File: config.mk
export PLATFORM = sky130hd
export DESIGN_NAME = spi_frame_sender
export DESIGN_NICKNAME = d
export VERILOG_FILES = /design/src/rtl/spi_frame_sender_pkg.sv /design/src/rtl/spi_frame_sender_phase_timer.sv /design/src/rtl/spi_frame_sender.sv
export SDC_FILE = /design/constraint.sdc
export NUM_CORES = 1
export LEC_CHECK = 0
export ABC_AREA = 1
export CORE_UTILIZATION = 48
export CTS_CLUSTER_DIAMETER = 100
export DETAILED_ROUTE_END_ITERATION = 8
export GPL_TIMING_DRIVEN = 0
export PLACE_DENSITY = 0.72
export REMOVE_ABC_BUFFERS = 1
export SLEW_MARGIN = 30
export SYNTH_ARGS = -nofsm -noshare
export SYNTH_HDL_FRONTEND = slang
export SYNTH_SLANG_ARGS = --single-unit
File: constraint.sdc
create_clock -name sys_clk -period 3.5 [get_ports sys_clk]
set_clock_uncertainty 0.15 [all_clocks]
set_input_delay 0.35 -clock sys_clk [delete_from_list [all_inputs] [get_ports sys_clk]]
set_output_delay 0.35 -clock sys_clk [all_outputs]
set_load 0.02 [all_outputs]
File: src/rtl/spi_frame_sender_pkg.sv
// Shared constants and FSM state type for the HUB75 host-side SPI sender.
// Panel geometry fixes the default frame length (one word per pixel).
// No logic here; imported by the sender and its phase timer.
package hub75_pkg;

  localparam int WORD_BITS   = 16;
  localparam int FRAME_WORDS = 2048;
  localparam int PANEL_W     = 64;
  localparam int PANEL_H     = 32;
  localparam int IDX_W       = 11;
  localparam int TMR_W       = 8;

  typedef enum logic [1:0] {
    IDLE = 2'd0,
    LOW  = 2'd1,
    HIGH = 2'd2,
    GAP  = 2'd3
  } spi_state_t;

endpackage

File: src/rtl/spi_frame_sender_phase_timer.sv
// Loadable down-counter; o_tc is high while the count sits at zero.
// Latency: a load of N gives a terminal count N cycles later.
// No backpressure: the owner reloads on every terminal count it acts on.
module spi_phase_timer
  import hub75_pkg::*;
(
  input  logic             i_clk,
  input  logic             i_rst_n,
  input  logic             i_load,
  input  logic [TMR_W-1:0] i_load_val,
  output logic             o_tc
);

  logic [TMR_W-1:0] r_cnt;

  // Load wins; otherwise count down and park at zero.
  always_ff @(posedge i_clk or negedge i_rst_n) begin
    if (!i_rst_n) begin
      r_cnt <= '0;
    end else if (i_load) begin
      r_cnt <= i_load_val;
    end else if (r_cnt != '0) begin
      r_cnt <= r_cnt - 1'b1;
    end
  end

  assign o_tc = (r_cnt == '0);

endmodule

File: src/rtl/spi_frame_sender.sv
// Host-side SPI word serialiser (MSB first, spi_clk idles low) with frame word counter.
// Latency: 1 accept cycle + WORD_BITS*2*CLK_DIV + GAP_CYCLES per word.
// word_ready only in IDLE; a word never stalls once accepted. Option macro: SPI_FRAME_SYNC_EN.
module spi_frame_sender #(
  parameter int CLK_DIV     = 2,
  parameter int WORD_BITS   = hub75_pkg::WORD_BITS,
  parameter int FRAME_WORDS = hub75_pkg::FRAME_WORDS,
  parameter int GAP_CYCLES  = 8
) (
  input  logic                 sys_clk,
  input  logic                 n_reset,
`ifdef SPI_FRAME_SYNC_EN
  input  logic                 frame_sync,
`endif
  input  logic [WORD_BITS-1:0] word_data,
  input  logic                 word_valid,
  output logic                 word_ready,
  output logic                 spi_clk,
  output logic                 spi_mosi,
  output logic [10:0]          word_index,
  output logic                 frame_done,
  output logic                 busy
);
  import hub75_pkg::*;

  localparam int               BC_W   = $clog2(WORD_BITS);
  localparam logic [TMR_W-1:0] DIV_LD = TMR_W'(CLK_DIV - 1);
  localparam logic [TMR_W-1:0] GAP_LD = TMR_W'(GAP_CYCLES - 1);

  spi_state_t           r_state;
  logic [WORD_BITS-2:0] r_shreg;     // bits still to send after the one on spi_mosi
  logic [BC_W-1:0]      r_bit_cnt;
  logic                 r_spi_clk;
  logic                 r_spi_mosi;
  logic                 r_frame_done;
  logic [IDX_W-1:0]     r_word_index;

  logic                 w_tc;
  logic                 w_load;
  logic [TMR_W-1:0]     w_load_val;
  logic                 w_pad;
  logic                 w_start;
  logic [WORD_BITS-1:0] w_start_dat;
  logic                 w_last_word;
  logic                 w_gap_end;

`ifdef SPI_FRAME_SYNC_EN
  logic r_sync_pend;

  // Padding runs while a sync request is pending, including the cycle it arrives.
  assign w_pad = r_sync_pend | (frame_sync & (r_word_index != '0));

  // Hold the sync request until the frame counter wraps.
  always_ff @(posedge sys_clk or negedge n_reset) begin
    if (!n_reset) begin
      r_sync_pend <= 1'b0;
    end else if (w_gap_end && w_last_word) begin
      r_sync_pend <= 1'b0;
    end else if (frame_sync && (r_word_index != '0)) begin
      r_sync_pend <= 1'b1;
    end
  end
`else
  assign w_pad = 1'b0;
`endif

  assign word_ready  = (r_state == IDLE) & ~w_pad;
  assign w_start     = (r_state == IDLE) & (w_pad | word_valid);
  assign w_start_dat = w_pad ? '0 : word_data;
  assign w_last_word = (r_word_index == IDX_W'(FRAME_WORDS - 1));
  assign w_gap_end   = (r_state == GAP) & w_tc;
  assign w_load      = w_start | ((r_state != IDLE) & w_tc);

  // Next phase length: the gap follows the high phase of the last bit, else a clock phase.
  always_comb begin
    w_load_val = DIV_LD;
    if ((r_state == HIGH) && (r_bit_cnt == '0)) begin
      w_load_val = GAP_LD;
    end
  end

  spi_phase_timer u_timer (
    .i_clk      (sys_clk),
    .i_rst_n    (n_reset),
    .i_load     (w_load),
    .i_load_val (w_load_val),
    .o_tc       (w_tc)
  );

  // Word sequencer: spi_clk/spi_mosi are registered alongside the state so they track it exactly.
  always_ff @(posedge sys_clk or negedge n_reset) begin
    if (!n_reset) begin
      r_state      <= IDLE;
      r_shreg      <= '0;
      r_bit_cnt    <= '0;
      r_spi_clk    <= 1'b0;
      r_spi_mosi   <= 1'b0;
      r_frame_done <= 1'b0;
      r_word_index <= '0;
    end else begin
      r_frame_done <= 1'b0;
      unique case (r_state)
        IDLE: begin
          if (w_start) begin
            r_shreg    <= w_start_dat[WORD_BITS-2:0];
            r_bit_cnt  <= BC_W'(WORD_BITS - 1);
            r_spi_mosi <= w_start_dat[WORD_BITS-1];
            r_state    <= LOW;
          end
        end
        LOW: begin
          if (w_tc) begin
            r_spi_clk <= 1'b1;
            r_state   <= HIGH;
          end
        end
        HIGH: begin
          if (w_tc) begin
            r_spi_clk <= 1'b0;
            if (r_bit_cnt == '0) begin
              r_spi_mosi <= 1'b0;
              r_state    <= GAP;
            end else begin
              r_spi_mosi <= r_shreg[WORD_BITS-2];
              r_shreg    <= {r_shreg[WORD_BITS-3:0], 1'b0};
              r_bit_cnt  <= r_bit_cnt - 1'b1;
              r_state    <= LOW;
            end
          end
        end
        GAP: begin
          if (w_tc) begin
            r_state <= IDLE;
            if (w_last_word) begin
              r_word_index <= '0;
              r_frame_done <= 1'b1;
            end else begin
              r_word_index <= r_word_index + 1'b1;
            end
          end
        end
        default: r_state <= IDLE;
      endcase
    end
  end

  assign spi_clk    = r_spi_clk;
  assign spi_mosi   = r_spi_mosi;
  assign frame_done = r_frame_done;
  assign word_index = r_word_index;
  assign busy       = (r_state != IDLE);

endmodule

Word-level counts from Yosys, hierarchy flattened
Cells that the tools add are included. Widths: inputs -> output; s select.

Bits in registers: 43. Bits of input ports: 19. Output and inout port bits: 16. Word-level logic and storage cells: 65.

$add $sub $neg: 3. Eq/ne operators: 9. Mux-type cells: 28. Bitwise logic cells: 3. Reduce and logical (&&, ||, !) cells: 14.

Operator list (count): $mux 15 (3); $pmux 15 s2 (1); $mux 8 (2); $mux 4 (3); $add 11x1->11 const B (1); $eq 11x11->1 const B (1); $mux 11 (1); $mux 2 (5); $logic_not 8->1 (1); $mux 1 (8); $ne 2x2->1 const B (4); $pmux 2 s4 (1); $pmux 4 s2 (1); $reduce_and 4->1 (2); $reduce_bool 2->1 (4); $reduce_bool 8->1 (1); $sub 8x1->8 const B (1); $reduce_and 3->1 (2); $eq 2x2->1 const B (2); $logic_not 4->1 (1); $pmux 1 s2 (2); $sub 4x1->4 const B (1); $mux 3 (1); $and 1x1->1 (2); 6 further kinds (6).

Longest topological paths before layout
Depth in word-level cells: 4. Gate-level depth with buffers: 10. Gate-level depth less buffers: 9.

Cells and area by module
Synthesis repeated with hierarchy kept, for this count alone.

Cell total of the unflattened synthesis: 316. Area, all modules: 2489.9 um2.

Modules (own cells, without submodules): spi_frame_sender (times used 1, cells each 245, area an instance 1976.9 um2, sequential area each 875.8 um2); spi_phase_timer (times used 1, cells each 71, area an instance 513.0 um2, sequential area each 200.2 um2).

Worst setup path before layout
OpenSTA, ideal clock, no wires.

Path type: reg-to-reg. Start point: register r_word_index[0] (netlist: word_index[0]). End point: register r_word_index[0] (netlist: word_index[0]). Setup time: 0.126 ns. Data arrival time: 1.387 ns. Data required time: 3.224 ns. Setup slack: 1.837 ns. Cell stages (with the launch flop): 7. Buffers on the path: 0. Clock period less this slack: 1.663 ns. Cell sequence: dfrtp_1 ha_1 nand3_1 nor2_1 nand2_1 nand3_1 o21ai_0.

Cells in the longest elaborated chain, start to end: 2. Elaborated cells on any way between the ends: 3. Classes of those cells: add/sub (1); eq/ne (1); mux (1).

RTL lines: start, declared (RTL line spi_frame_sender.sv:36) `logic [IDX_W-1:0] r_word_index;`; start signal, assigned (RTL line spi_frame_sender.sv:138) `r_word_index <= r_word_index + 1'b1;`; $add 11x1->11 / $eq 11x11->1 (equally long branches) (RTL line spi_frame_sender.sv:138, spi_frame_sender.sv:70); $mux 11 * (RTL line spi_frame_sender.sv:134) `if (w_last_word) begin`.

Every way passes the cells marked *; elsewhere a longest branch is shown, timed or not. A chain may end at the register's enable or synchronous reset.

Worst setup path after layout
Start point: register r_state[0]. End point: register r_shreg[3].

Cells in the longest elaborated chain, start to end: 4. Elaborated cells on any way between the ends: 9. Classes of those cells: eq/ne (4); mux (1); bitwise (1); reduce/logical (3).

RTL lines: start, declared (RTL line spi_frame_sender.sv:30) `spi_state_t r_state;`; start signal, assigned (RTL line spi_frame_sender.sv:93) `r_state <= IDLE;`; start signal, assigned (RTL line spi_frame_sender.sv:108) `r_state <= LOW;`; start signal, assigned (RTL line spi_frame_sender.sv:114) `r_state <= HIGH;`; $logic_not 2->1 (RTL line spi_frame_sender.sv:68, spi_frame_sender.sv:102); $and 1x1->1 (RTL line spi_frame_sender.sv:68) `assign w_start = (r_state == IDLE) & (w_pad | word_valid);`; $ne 2x1->1 (no line); $reduce_and 4->1 (no line); end signal, assigned (RTL line spi_frame_sender.sv:105) `r_shreg <= w_start_dat[WORD_BITS-2:0];`; end signal, assigned (RTL line spi_frame_sender.sv:125) `r_shreg <= {r_shreg[WORD_BITS-3:0], 1'b0};`; end, declared (RTL line spi_frame_sender.sv:31) `logic [WORD_BITS-2:0] r_shreg;`.

Parallel ways exist; a longest one is shown, timed or not.

==> summary.md <==
| Metric | Value |
|---|---|
| Run status | completed |
| Gate Count Post-Synth | 270 |
| Cell Pwr Density | 720 nW/um^2 |
| R2R depth | 8 |
| Crit path capture type | register |
| Core ar. | roughly 4700 sq um |
| Layout cell share with drive strength beyond 1 | between 10% and 20% |
| Ant. Diodes | 0 |
| Port Buf Inserts | 34 |
| Max-slew violation count | 0 |
| RSZ-0062 raised after global routing | false |
| 1st-pass router iterations | 4 |
| Max stage delay on crit path | 430 ps |
| Area of the die | between 5000 and 6000 sq um |
| Crit path required time | 3580 ps |
| Fillers | ~430 |
| Mapped cell area | approximately 2400 sq um |
| Final setup viols | 0 |
| CP startpoint kind | register |
| Io pins | 35 |
| Critical path origin | r_state[0] |
| Clock Latency Late Sink | ~300 ps |
| Most common cell after layout, fill and taps aside | nand2_1 |
| Hpwl dp | roughly 3000 um |
| Switching share of power | between 30% and 40% |
| Chip Width | ~72 um |
| Max Used Layer | met4 |
| Post-route ant nets | 0 |
| Crit path DAT | 2220 ps |
| Post-synth cell types | 30 |
| Clock Path Buffers | 2 |
| Leak pwr | 1.42 nW |
| Fraction of registers with async set/reset | 100% |
| Seq cells post-synth | 43 |
| Final Hold Viols | 0 |
| Vias in the first global route | ~1700 |
| Post-synth EDFFs | 0 |
| DRT Wirelength | 4330 um |
| HP Start | r_shreg[4] |
| Critical path cell sequence | inv_2 > nand2_2 > inv_1 > nand2_4 > nand2_2 > nand2_4 > nand2_1 > o21ai_2 |
| DRC | 0 |
| Via count | roughly 1800 |
| Peak VDD IR | 0.324 mV |
| Vias per Instance | 4.86 |
| Worst Path Buf+Inv | 2 |
| Clk pwr share | 20.1% |
| First-pass GRT wire length | about 7300 um |
| Nets@finish | about 330 |
| Critical R2R Capture | r_shreg[3] |
| Critical path type | reg2reg |
| Min Tclk post-route | approximately 2100 ps |
| CTS Sinks | 43 |
| Ys Warns | 0 |
| Combinational fraction of design power | between 40% and 50% |
| Crit path max-delay family | simple AND/OR/NAND/NOR gates |
| Met1 wire length | 2160 um |
| Total grt overflow | 0 |
| Worst R2R Start | r_state[0] |
| Worst slew margin | roughly three fifths |
| Post-CTS sizing | 0 |
| Htree depth | 2 |
| Initial antenna violation count | 0 |
| Post-synthesis sequential area ratio | 45.5% |
| Max_cap viols | 0 |
| Avg WL per Cell | approximately 12 um |
| Most frequent cells in the layout | 71 x nand2_1, 43 x dfrtp_1, 33 x clkdlybuf4s50_1 |
| Crit share post-route | just over 60% |
| RD Place Congestion | between 0.7 and 0.8 |
| Worst min path class | reg2reg |
| Final worst setup slack | ~1400 ps |
| Area Growth Syn to Fin | 21.0% |
| Hold_ws | 335 ps |
| Int Pwr | ~1.3 mW |
| Final Power | 2.06 mW |
| Initial Util | 50.1% |
| Post-Route Utilization | between 60% and 70% |
| Crit path depth | 8 |
| Post-placement setup slack | ~1000 ps |
| Total GRT Usage | roughly 18% |
| Worst-path clk slew | ~90 ps |
| CP Max Fanout | 37 |
| Largest net degree at the start of global routing | between 40 and 50 |
| Part of the power in registers | approximately two fifths |
| TNS Setup | 0 ps |
| Critical-path top delay cell | nand2_2 |
| FP Rows | 25 |
| Die Ht | 72.2 um |
| Post-Syn Area per Cell | 8.77 sq um |
| Met2 wire len | slightly below 2000 um |
| Worst slew pin tran | about 570 ps |
| Metal3 WL | about 140 um |
| Max Clk Rate | between 0.4 and 0.5 GHz |
| DR iter-0 viols | 78 |
| Sw Pwr | 0.800 mW |
| Ys flop type | dfrtp_1 |
| Root Driver | clkbuf_8 |
| R2r setup slk | about 1400 ps |
| CTS tree | built |
| CTS buffer count | 5 |
| CP Capture Point | r_shreg[3] |
## logic make-up after synthesis
logic type,Yosys count,share of synthesized area (%)
AOI/OAI and AO/OA,35,10.4
DFF,43,45.5
muxes,14,5.92
buffers and inverters,30,6.24
and+or+nand+nor,133,25.8
adders and majority gates,4,2.11
xor gates and xnor gates,11,4.07
## timing repair
| item | in CTS | in global routing |
|---|---|---|
| buffers inserted | 0 | 0 |
| setup endpoints to repair | 0 | 0 |
| hold endpoints to repair | 43 | 0 |
| hold buffers | 1 | 0 |
## how the worst min path moves through the flow
stage	endpoint	slack, ps	cells past startpoint
finish	r_shreg[4]	330	2
global route	r_bit_cnt[1]	360	2
CTS	r_shreg[4]	340	2
detailed placement	spi_mosi	220	1
global placement	r_shreg[1]	310	2
floorplan	frame_done	-100	0
## synth_stat cells (2+ instances only)
| cell | number | area share (%) |
|---|---|---|
| a21oi_1 | 4 | 0.85 |
| buf_6 | 4 | 1.9 |
| dfrtp_1 | 43 | 45 |
| ha_1 | 4 | 2.1 |
| inv_1 | 19 | 3.0 |
| inv_2 | 5 | 0.79 |
| mux2i_1 | 14 | 5.9 |
| nand2_1 | 72 | 11 |
| nand2_2 | 3 | 0.79 |
| nand2_4 | 2 | 0.95 |
| nand3_1 | 20 | 4.2 |
| nand4_1 | 2 | 0.53 |
| nor2_1 | 20 | 3.2 |
| nor2_2 | 3 | 0.79 |
| nor3_1 | 5 | 1.1 |
| o21ai_0 | 7 | 1.5 |
| o21ai_1 | 4 | 0.85 |
| o21ai_2 | 17 | 6.3 |
| o21bai_1 | 2 | 0.63 |
| xnor2_1 | 2 | 0.74 |
| xor2_1 | 9 | 3.3 |
## stage by stage
stage          cell area, sq um  cells
2_1_floorplan              2310    264
3_3_place_gp               2730    365
3_5_place_dp               2730    365
4_1_cts                    2860    374
5_1_grt                    2870    374
6_report                   2870    374
## sequential cells by signal, summed over array words and instances (netlist names)
| signal | count |
|---|---|
| u_timer.r_cnt | 8 |
| r_state | 2 |
| r_shreg | 15 |
| frame_done | 1 |
| spi_clk | 1 |
| word_index | 11 |
| r_bit_cnt | 4 |
| spi_mosi | 1 |
## power groups by stage
stage | logic, mW | clock network [mW] | registers [mW]
2_1_floorplan | 0.621 | 0 | 0.816
6_report | 0.839 | 0.415 | 0.809
5_1_grt | 0.948 | 0.437 | 0.830
3_3_place_gp | 0.829 | 0 | 0.809
3_5_place_dp | 0.852 | 0 | 0.813
4_1_cts | 0.853 | 0.424 | 0.808
## cell type report
| type | count | area [sq um] | share of cell area [%] |
|---|---|---|---|
| multi-input combinational | 197 | 1150 | 40.0 |
| sequential | 43 | 1080 | 37.6 |
| timing repair buffer | 35 | 348 | 12.1 |
| inverter | 24 | 90.1 | 3.14 |
| tap | 67 | 83.8 | 2.93 |
| clock buffer | 6 | 82.6 | 2.88 |
| clock inverter | 2 | 38.8 | 1.35 |
## worst min-delay path, delay by kind of cell (launching register included)
kind               cells  cell delay, ps
AOI/OAI and AO/OA      1              50
DFF                    1             350
and+or+nand+nor        1              60
## per-layer routing
metal | global-route usage [%] | vias up
li1 | - | 950
met2 | 29.8 | 35
met4 | 7.19 | 0
met1 | 23.7 | 825
met3 | 4.17 | 7
met5 | 0 | -
Power figures use the tool's default switching activity.
